### src/rtl/hazard_scoreboard.sv
// Tracks in-flight register writes and holds the decode stage until every
// register the decode instruction reads is free of pending writes.
module hazard_scoreboard #(
    parameter int unsigned DEPTH     = 3,
    parameter bit          WB_BYPASS = 1'b1
) (
    input  logic        clk,
    input  logic        reset,
    input  logic        valid_in,
    input  logic [30:0] rmask,
    input  logic [30:0] wmask,
    input  logic        flush,
    output logic        stall,
    output logic        issue,
    output logic [30:0] busy,
    output logic [31:0] stall_count
);

    // With the write-back bypass the oldest slot has already written the
    // register file by the time decode reads it, so it never blocks.
    localparam int unsigned NBLOCK = WB_BYPASS ? DEPTH - 1 : DEPTH;

    logic [30:0] slot_q [DEPTH];
    logic [31:0] stall_count_q;

    always_comb begin
        busy = '0;
        for (int unsigned i = 0; i < DEPTH; i++) begin
            if (i < NBLOCK) begin
                busy = busy | slot_q[i];
            end
        end
    end

    always_comb begin
        stall = valid_in & ~flush & (|(rmask & busy));
        issue = valid_in & ~flush & ~stall;
    end

    // The pipe shifts every cycle; a non-issuing cycle inserts an empty slot.
    always_ff @(posedge clk) begin
        if (reset) begin
            for (int unsigned i = 0; i < DEPTH; i++) begin
                slot_q[i] <= '0;
            end
            stall_count_q <= '0;
        end else begin
            slot_q[0] <= issue ? wmask : '0;
            for (int unsigned i = 1; i < DEPTH; i++) begin
                slot_q[i] <= slot_q[i-1];
            end
            if (stall) begin
                stall_count_q <= stall_count_q + 32'd1;
            end
        end
    end

    assign stall_count = stall_count_q;

endmodule

### config.mk
export PLATFORM = sky130hd
export DESIGN_NAME = hazard_scoreboard
export DESIGN_NICKNAME = d
export VERILOG_FILES = /design/src/rtl/hazard_scoreboard.sv
export SDC_FILE = /design/constraint.sdc
export NUM_CORES = 1
export LEC_CHECK = 0
export BUFFER_PORTS_ARGS = -buffer_cell sky130_fd_sc_hd__buf_2
export CORE_MARGIN = 2
export CORE_UTILIZATION = 53
export CTS_CLUSTER_DIAMETER = 30
export CTS_CLUSTER_SIZE = 28
export DETAILED_ROUTE_END_ITERATION = 8
export PLACE_DENSITY = 0.84
export SETUP_SLACK_MARGIN = 0.1
export SYNTH_ARGS = -nofsm -noshare
export SYNTH_HDL_FRONTEND = slang
export SYNTH_SLANG_ARGS = --single-unit
### constraint.sdc
create_clock -name clk -period 5.7 [get_ports clk]
set_clock_uncertainty 0.15 [all_clocks]
set_input_delay 0.285 -clock clk [delete_from_list [all_inputs] [get_ports clk]]
set_output_delay 0.285 -clock clk [all_outputs]
set_load 0.03 [all_outputs]
==> results of run 1 <==
==> flip-flops by register name, summed over array words and instances, names as in the netlist <==
signal / cells
stall_count: 32
slot_q: 62
==> through the flow <==
stage	cell area, sq um	cells
final	4970	651
after floorplan	3720	393
after detailed placement	4450	605
after global placement	4450	605
after CTS	4960	650
after global routing	4970	651
==> repair_timing <==
item,4_1_cts,5_1_grt
gates resized for setup,0,0
hold buffers,29,1
endpoints found under the hold margin,29,1
==> critical path: stages, from the launching register on <==
cell and delay (ns):
dfxtp_1 0.30, or2_1 0.23, a221o_1 0.38, nor4_4 0.21
buf_4 0.33, nand2_1 0.13, nor2_1 0.11, buf_2 0.23
==> routing by layer <==
metal	GRT usage (%)	part of all wire (%)
met5	0	0
met4	10.8	2.2
met3	5.09	5.5
met2	43.5	51
met1	27.6	41
==> layout by cell type (no fill, tap or decap), drive strengths merged, types with 2 or more instances in the layout <==
cell and instances:
o31ai 2, a2111oi 15, nand4 13, nor2b 33
nand3 12, and2 35, or2 31, or4 2
a21o 2, nand2 12, xnor2 26, dfxtp 94
inv 9, a211oi 6, o21ai 28, bufinv 2
nor3 2, nor4 2, a21oi 9, clkbuf 10
buf 134, and4 6, dlygate4sd3 30, nor2 31
==> worst min-delay path by stage <==
stage,slack [ns],depth (start not counted),to,from
after detailed placement,0.30,1,slot_q[0][51]$_SDFF_PP0_,slot_q[0][20]$_SDFF_PP0_
after global placement,0.29,1,slot_q[0][35]$_SDFF_PP0_,slot_q[0][4]$_SDFF_PP0_
final,0.004,2,slot_q[0][19]$_SDFF_PP0_,wmask[19]
after global routing,0.01,2,slot_q[0][19]$_SDFF_PP0_,wmask[19]
after CTS,0.001,2,slot_q[0][6]$_SDFF_PP0_,wmask[6]
after floorplan,0.26,1,slot_q[0][0]$_SDFF_PP0_,wmask[0]
==> power groups by stage <==
| stage | clock network [mW] | logic [mW] | registers [mW] |
|---|---|---|---|
| 3_5_place_dp | 0 | 0.235 | 0.704 |
| 6_report | 0.485 | 0.255 | 0.689 |
| 5_1_grt | 0.519 | 0.272 | 0.692 |
| 4_1_cts | 0.493 | 0.252 | 0.688 |
| 3_3_place_gp | 0 | 0.230 | 0.702 |
| 2_1_floorplan | 0 | 0.157 | 0.704 |
==> cells by family after synthesis <==
group	Yosys count
DFF	94
muxes	2
buffers and inverters	24
adders and majority gates	1
and+or+nand+nor	181
AOI/OAI and AO/OA	65
xor gates and xnor gates	26
==> layout make-up <==
class	count	area [sq um]	share of cell area [%]
clock buffers	10	128	2.57
clock inverters	6	91.3	1.84
inverters	6	22.5	0.453
multi-input cells	275	1750	35.1
flip-flops and latches	94	1880	37.9
well taps	96	120	2.42
repair buffers	164	981	19.7
==> metrics.txt, run 1 <==
status finished, final reports clean; Max Fclk 369 MHz; leakage 2.23 nW; worst slew pin tran 0.914 ns; Post-synth EDFFs 0; chip height 87.8 um; largest net degree at the start of global routing 66; final hold slack 0.00380 ns; max-slew violations 0; CP Launch Type flop; Synth warnings 0; Final Wtd Congestion 0.844; Final Cycle Share 47.6%; WL per Instance 14.3 um; Port Buffers 130; count leader, synth dfxtp_1; Worst EP required 5.27 ns; flop2flop setup slack 3.30 ns; worst skew pair latency 0.35 ns; synthesized area 3720 sq um; PwrDens 287 nW/um^2; DRC violations left 0; CP Class reg2out; RSZ-0062 raised after global routing no; cell count after synthesis 393; ANT nets after route 0; synthesized area per cell 9.46 sq um; worst r2r src stall_count[10]$_SDFFE_PP0P_; Final Hold Violating Endpoints 0; via count 3310; # rows 30; Mapped Nets 460; switching portion of total power 28.3%; end point of the critical path issue; final worst slack 2.99 ns; DR iter-0 viols 183; critical path data arrival time 2.28 ns; final worst path period need 2.71 ns; post-synthesis adder-cell area fraction 0.337%; nets 617; pre-CTS setup slack 3.32 ns; post-synthesis mux area share 0.572%; post-CTS setup buffers 0; simple-gate share of the synthesized area 28.3%; post-DP HPWL 6150 um; vias in the first global route 3255; Sink Count 94; total of max-cap violations 0; global-route wire length before repair 14500 um; Setup TNS 0 ns; Core ar. 6790 sq um; Bufs on Longest Clock Path 2; RR Endpoint stall_count[29]$_SDFFE_PP0P_; clock power share 33.9%; TritonCTS clock tree built; Final Power 1.43 mW; share of the synthesized area in the top cell type 50.6%; FILL cells 500; IO Pins 131; part of the power in combinational logic 17.8%; R2R cell count 6; synth unique cells 35; cell taking the most area after synthesis dfxtp_1; Max-slew headroom 37.5%; clock-pin slew on the worst setup and hold paths 0.10 ns; total CTS buffers 9; H-tree levels 3; crit path max fanout 28; final core utilization 73.2%; VDD IR max 0.000202 V; endpoints failing setup 0; Starting Density 54.7%; main area contributors after synthesis dfxtp_1 51%, xnor2_1 6.1%, and2_1 5.9%, nor2b_1 5.6%, or2_2 4.9%; critical path endpoint category primary output; NetSw 0.405 mW; initial antenna violation count 0; commonest cells in the netlist 94 x dfxtp_1, 35 x and2_1, 33 x nor2b_1; Total Wirelength 9330 um; Main synth FF type dfxtp_1; die area 7700 sq um; largest family of logic cells by synthesized area simple AND/OR/NAND/NOR gates; final antenna diode count 0; Synth Area in XOR/XNOR 6.13%; drt first pass iters 4; Post-synth ARST share 0%; Layout Area Growth over Synthesis 33.7%; worst hold path type in2reg; CP startpoint slot_q[0][51]$_SDFF_PP0_; grt ovf 0; Die Wd 87.8 um; compound-gate portion of the synthesized area 11.4%; number of vias per cell 5.08; register area share after synthesis 50.6%; Power Internal 1.02 mW; Clock Tree Root clkbuf_8; Seq pwr share 48.2%; share of layout cells above drive strength 1 33.0%; GRT Total Usage 24.2%; FF+latch count, synth 94
Power figures use the tool's default switching activity.
==> inputs of run 2 (changes only) <==
--- a/config.mk
+++ b/config.mk
@@ -7,11 +7,11 @@
 export LEC_CHECK = 0
 export BUFFER_PORTS_ARGS = -buffer_cell sky130_fd_sc_hd__buf_2
 export CORE_MARGIN = 2
-export CORE_UTILIZATION = 53
+export CORE_UTILIZATION = 49
 export CTS_CLUSTER_DIAMETER = 30
 export CTS_CLUSTER_SIZE = 28
 export DETAILED_ROUTE_END_ITERATION = 8
-export PLACE_DENSITY = 0.84
+export PLACE_DENSITY = 0.79
 export SETUP_SLACK_MARGIN = 0.1
 export SYNTH_ARGS = -nofsm -noshare
 export SYNTH_HDL_FRONTEND = slang
==> constraint.sdc (replaced) <==
create_clock -name clk -period 2.7 [get_ports clk]
set_clock_uncertainty 0.15 [all_clocks]
set_input_delay 0.135 -clock clk [delete_from_list [all_inputs] [get_ports clk]]
set_output_delay 0.135 -clock clk [all_outputs]
set_load 0.03 [all_outputs]
==> run 2 against run 1 <==
Worst setup slack lost 2.8 ns. Core utilization shrank 4.3 points. Combinational power is 120% higher. Critical path depth is the same. Clock power rose by 110%. Non-clock buffer count up 4. Sequential cell count is the same. Die area rose by 7.8%. Clock-buffer cell count down 1. Hold slack better by 0.12 ns. Cell count up 1.1%. Power up 110%.
==> metrics.txt, run 2 (synthesis results as in run 1) <==
H-tree levels 3 (unchanged); max reg flops 62 (unchanged); max-slew violations 0 (unchanged); CP Class reg2out; chip height 91.1 um (+3.8%); number of vias per cell 4.98 (-2.0%); Sink Count 94 (unchanged); Final Wtd Congestion 0.803 (-4.9%); status finished, final reports clean; Layout Area Growth over Synthesis 35.0%; Total Wirelength 9100 um (-2.4%); # rows 31 (+3.3%); Final Hold Violating Endpoints 0 (unchanged); R2R cell count 8 (+2); most frequent cells in the layout 130 x buf_2, 94 x dfxtp_1, 35 x and2_1; Die Wd 91.1 um (+3.8%); total CTS buffers 9 (unchanged); slowest cell delay on critical path 0.40 ns (+0.02 ns); CP bufs+invs 2 (unchanged); total of max-cap violations 0 (unchanged); Port Buffers 130 (unchanged); via count 3279 (-0.94%); Worst EP required 2.41 ns (-2.86 ns); Max-slew headroom 57.8% (+20 points); Final Cycle Share 92.6%; crit path max fanout 22 (-21%); worst slew pin tran 0.632 ns (-0.282 ns); critical path data arrival time 2.22 ns (-0.06 ns); pre-CTS setup slack 0.356 ns (-2.96 ns); final worst slack 0.199 ns (-2.79 ns); Setup TNS 0 ns (unchanged); final antenna diode count 0 (unchanged); critical path, cell by cell or2_1, a221o_1, nor4_4, buf_6, nand2_1, nor2_1, buf_2; most common cell after layout, fill and taps aside buf_2; share of layout cells above drive strength 1 33.5% (+0.48 points); Starting Density 51.0% (-3.7 points); Largest Register slot_q; post-DP HPWL 6130 um (-0.30%); cell family with most CP delay simple AND/OR/NAND/NOR gates; DR iter-0 viols 141 (-23%); clock-pin slew on the worst setup and hold paths 0.09 ns (about the same); worst hold path type in2reg; Bufs on Longest Clock Path 2 (unchanged); DRC violations left 0 (unchanged); die area 8300 sq um (+7.8%); nets 621 (+0.65%); TritonCTS clock tree built; grt ovf 0 (unchanged); CP Launch Type flop; endpoints failing setup 0 (unchanged); drt first pass iters 4 (unchanged); worst skew pair latency 0.36 ns (about the same); leakage 2.24 nW (+0.74%); final worst path period need 2.50 ns; ANT nets after route 0 (unchanged); WL per Instance 13.8 um (-3.5%); post-CTS setup buffers 0 (unchanged); CP max-delay cell a221o_1; Hold Path Stages 6 (+4); VDD IR max 0.000397 V (+96%); largest net degree at the start of global routing 36 (-45%); GRT Total Usage 22.0% (-2.3 points); Clock Tree Root clkbuf_8; PwrDens 607 nW/um^2 (+110%); Core ar. 7290 sq um (+7.3%); Critical Path Stages 7 (unchanged); critical path endpoint category primary output; initial antenna violation count 0 (unchanged); Max Fclk 400 MHz; vias in the first global route 3192 (-1.9%); RSZ-0062 raised after global routing no; global-route wire length before repair 14700 um (+1.1%); IO Pins 131 (unchanged)
[run 2: changes by cell type in the layout (fill, tap and decap cells not counted)]
cell	delta
inv_6	-1
clkinv_2	-1
clkinvlp_4	+2
inv_8	+1
buf_4	+2
dlygate4sd3_1	+1
clkbuf_1	-1
buf_6	+1
[run 2: worst register-to-register path, cell delays in order, from the launching register on]
cell     delay (ns)
dfxtp_1        0.31
or2_1          0.25
a221o_1        0.40
nor4_4         0.24
buf_6          0.23
nand2_1        0.11
nor3_2         0.11
buf_4          0.30
and2_1         0.19
[run 2: per-stage QoR]
| stage | hold WS (ns) | instances | area [sq um] | power [mW] | utilization, % |
|---|---|---|---|---|---|
| 6_report | 0.120 | 658 | 5020 | 3.05 | 68.8 |
| 5_1_grt | 0.149 | 658 | 5020 | 3.17 | 68.8 |
| 4_1_cts | 0.100 | 658 | 5020 | 3.06 | 68.8 |
| 3_5_place_dp | 0.188 | 611 | 4480 | 1.99 | 61.4 |
| 3_3_place_gp | 0.183 | 611 | 4480 | 1.98 | 61.4 |
| 2_1_floorplan | 0.107 | 393 | 3720 | 1.82 | - |
[run 2: area by class of cell]
cell class	instances	area [sq um]
fillers	586	2270
flip-flops and latches	94	1880
multi-input cells	275	1750
repair buffers	168	1020
clock buffers	9	124
well taps	99	124
clock inverters	7	104
inverters	6	22.5
[run 2: path summary, 6_finish.rpt]
| check | start | end | slack [ns] |
|---|---|---|---|
| setup reg to reg | slot_q[0][51]$_SDFF_PP0_ | slot_q[0][6]$_SDFF_PP0_ | 0.37 |
| hold reg to reg | slot_q[0][4]$_SDFF_PP0_ | slot_q[0][35]$_SDFF_PP0_ | 0.32 |
| setup / recovery | slot_q[0][51]$_SDFF_PP0_ | issue | 0.20 |
| hold / removal | flush | stall_count[2]$_SDFFE_PP0P_ | 0.12 |
[run 2: report_power, final]
group	internal [mW]	switching, mW	total, mW
combinational	0.216	0.333	0.549
sequential	1.43	0.0263	1.45
clock	0.534	0.511	1.04
total	2.18	0.870	3.05
[run 2: timing repair]
item / CTS / global route
hold buffers: 31 / 0
endpoints found under the setup margin: 0 / 1
hold endpoints to repair: 31 / 0
gates resized for setup: 0 / 1
[run 2: per-layer routing]
layer  wire length, um  vias up  GRT usage [%]
met3               441       25           4.07
li1                  -     1666              -
met2              4380      107           36.3
met1              4010     1481           27.4
met5                 0        -              0
met4               267        0           11.2
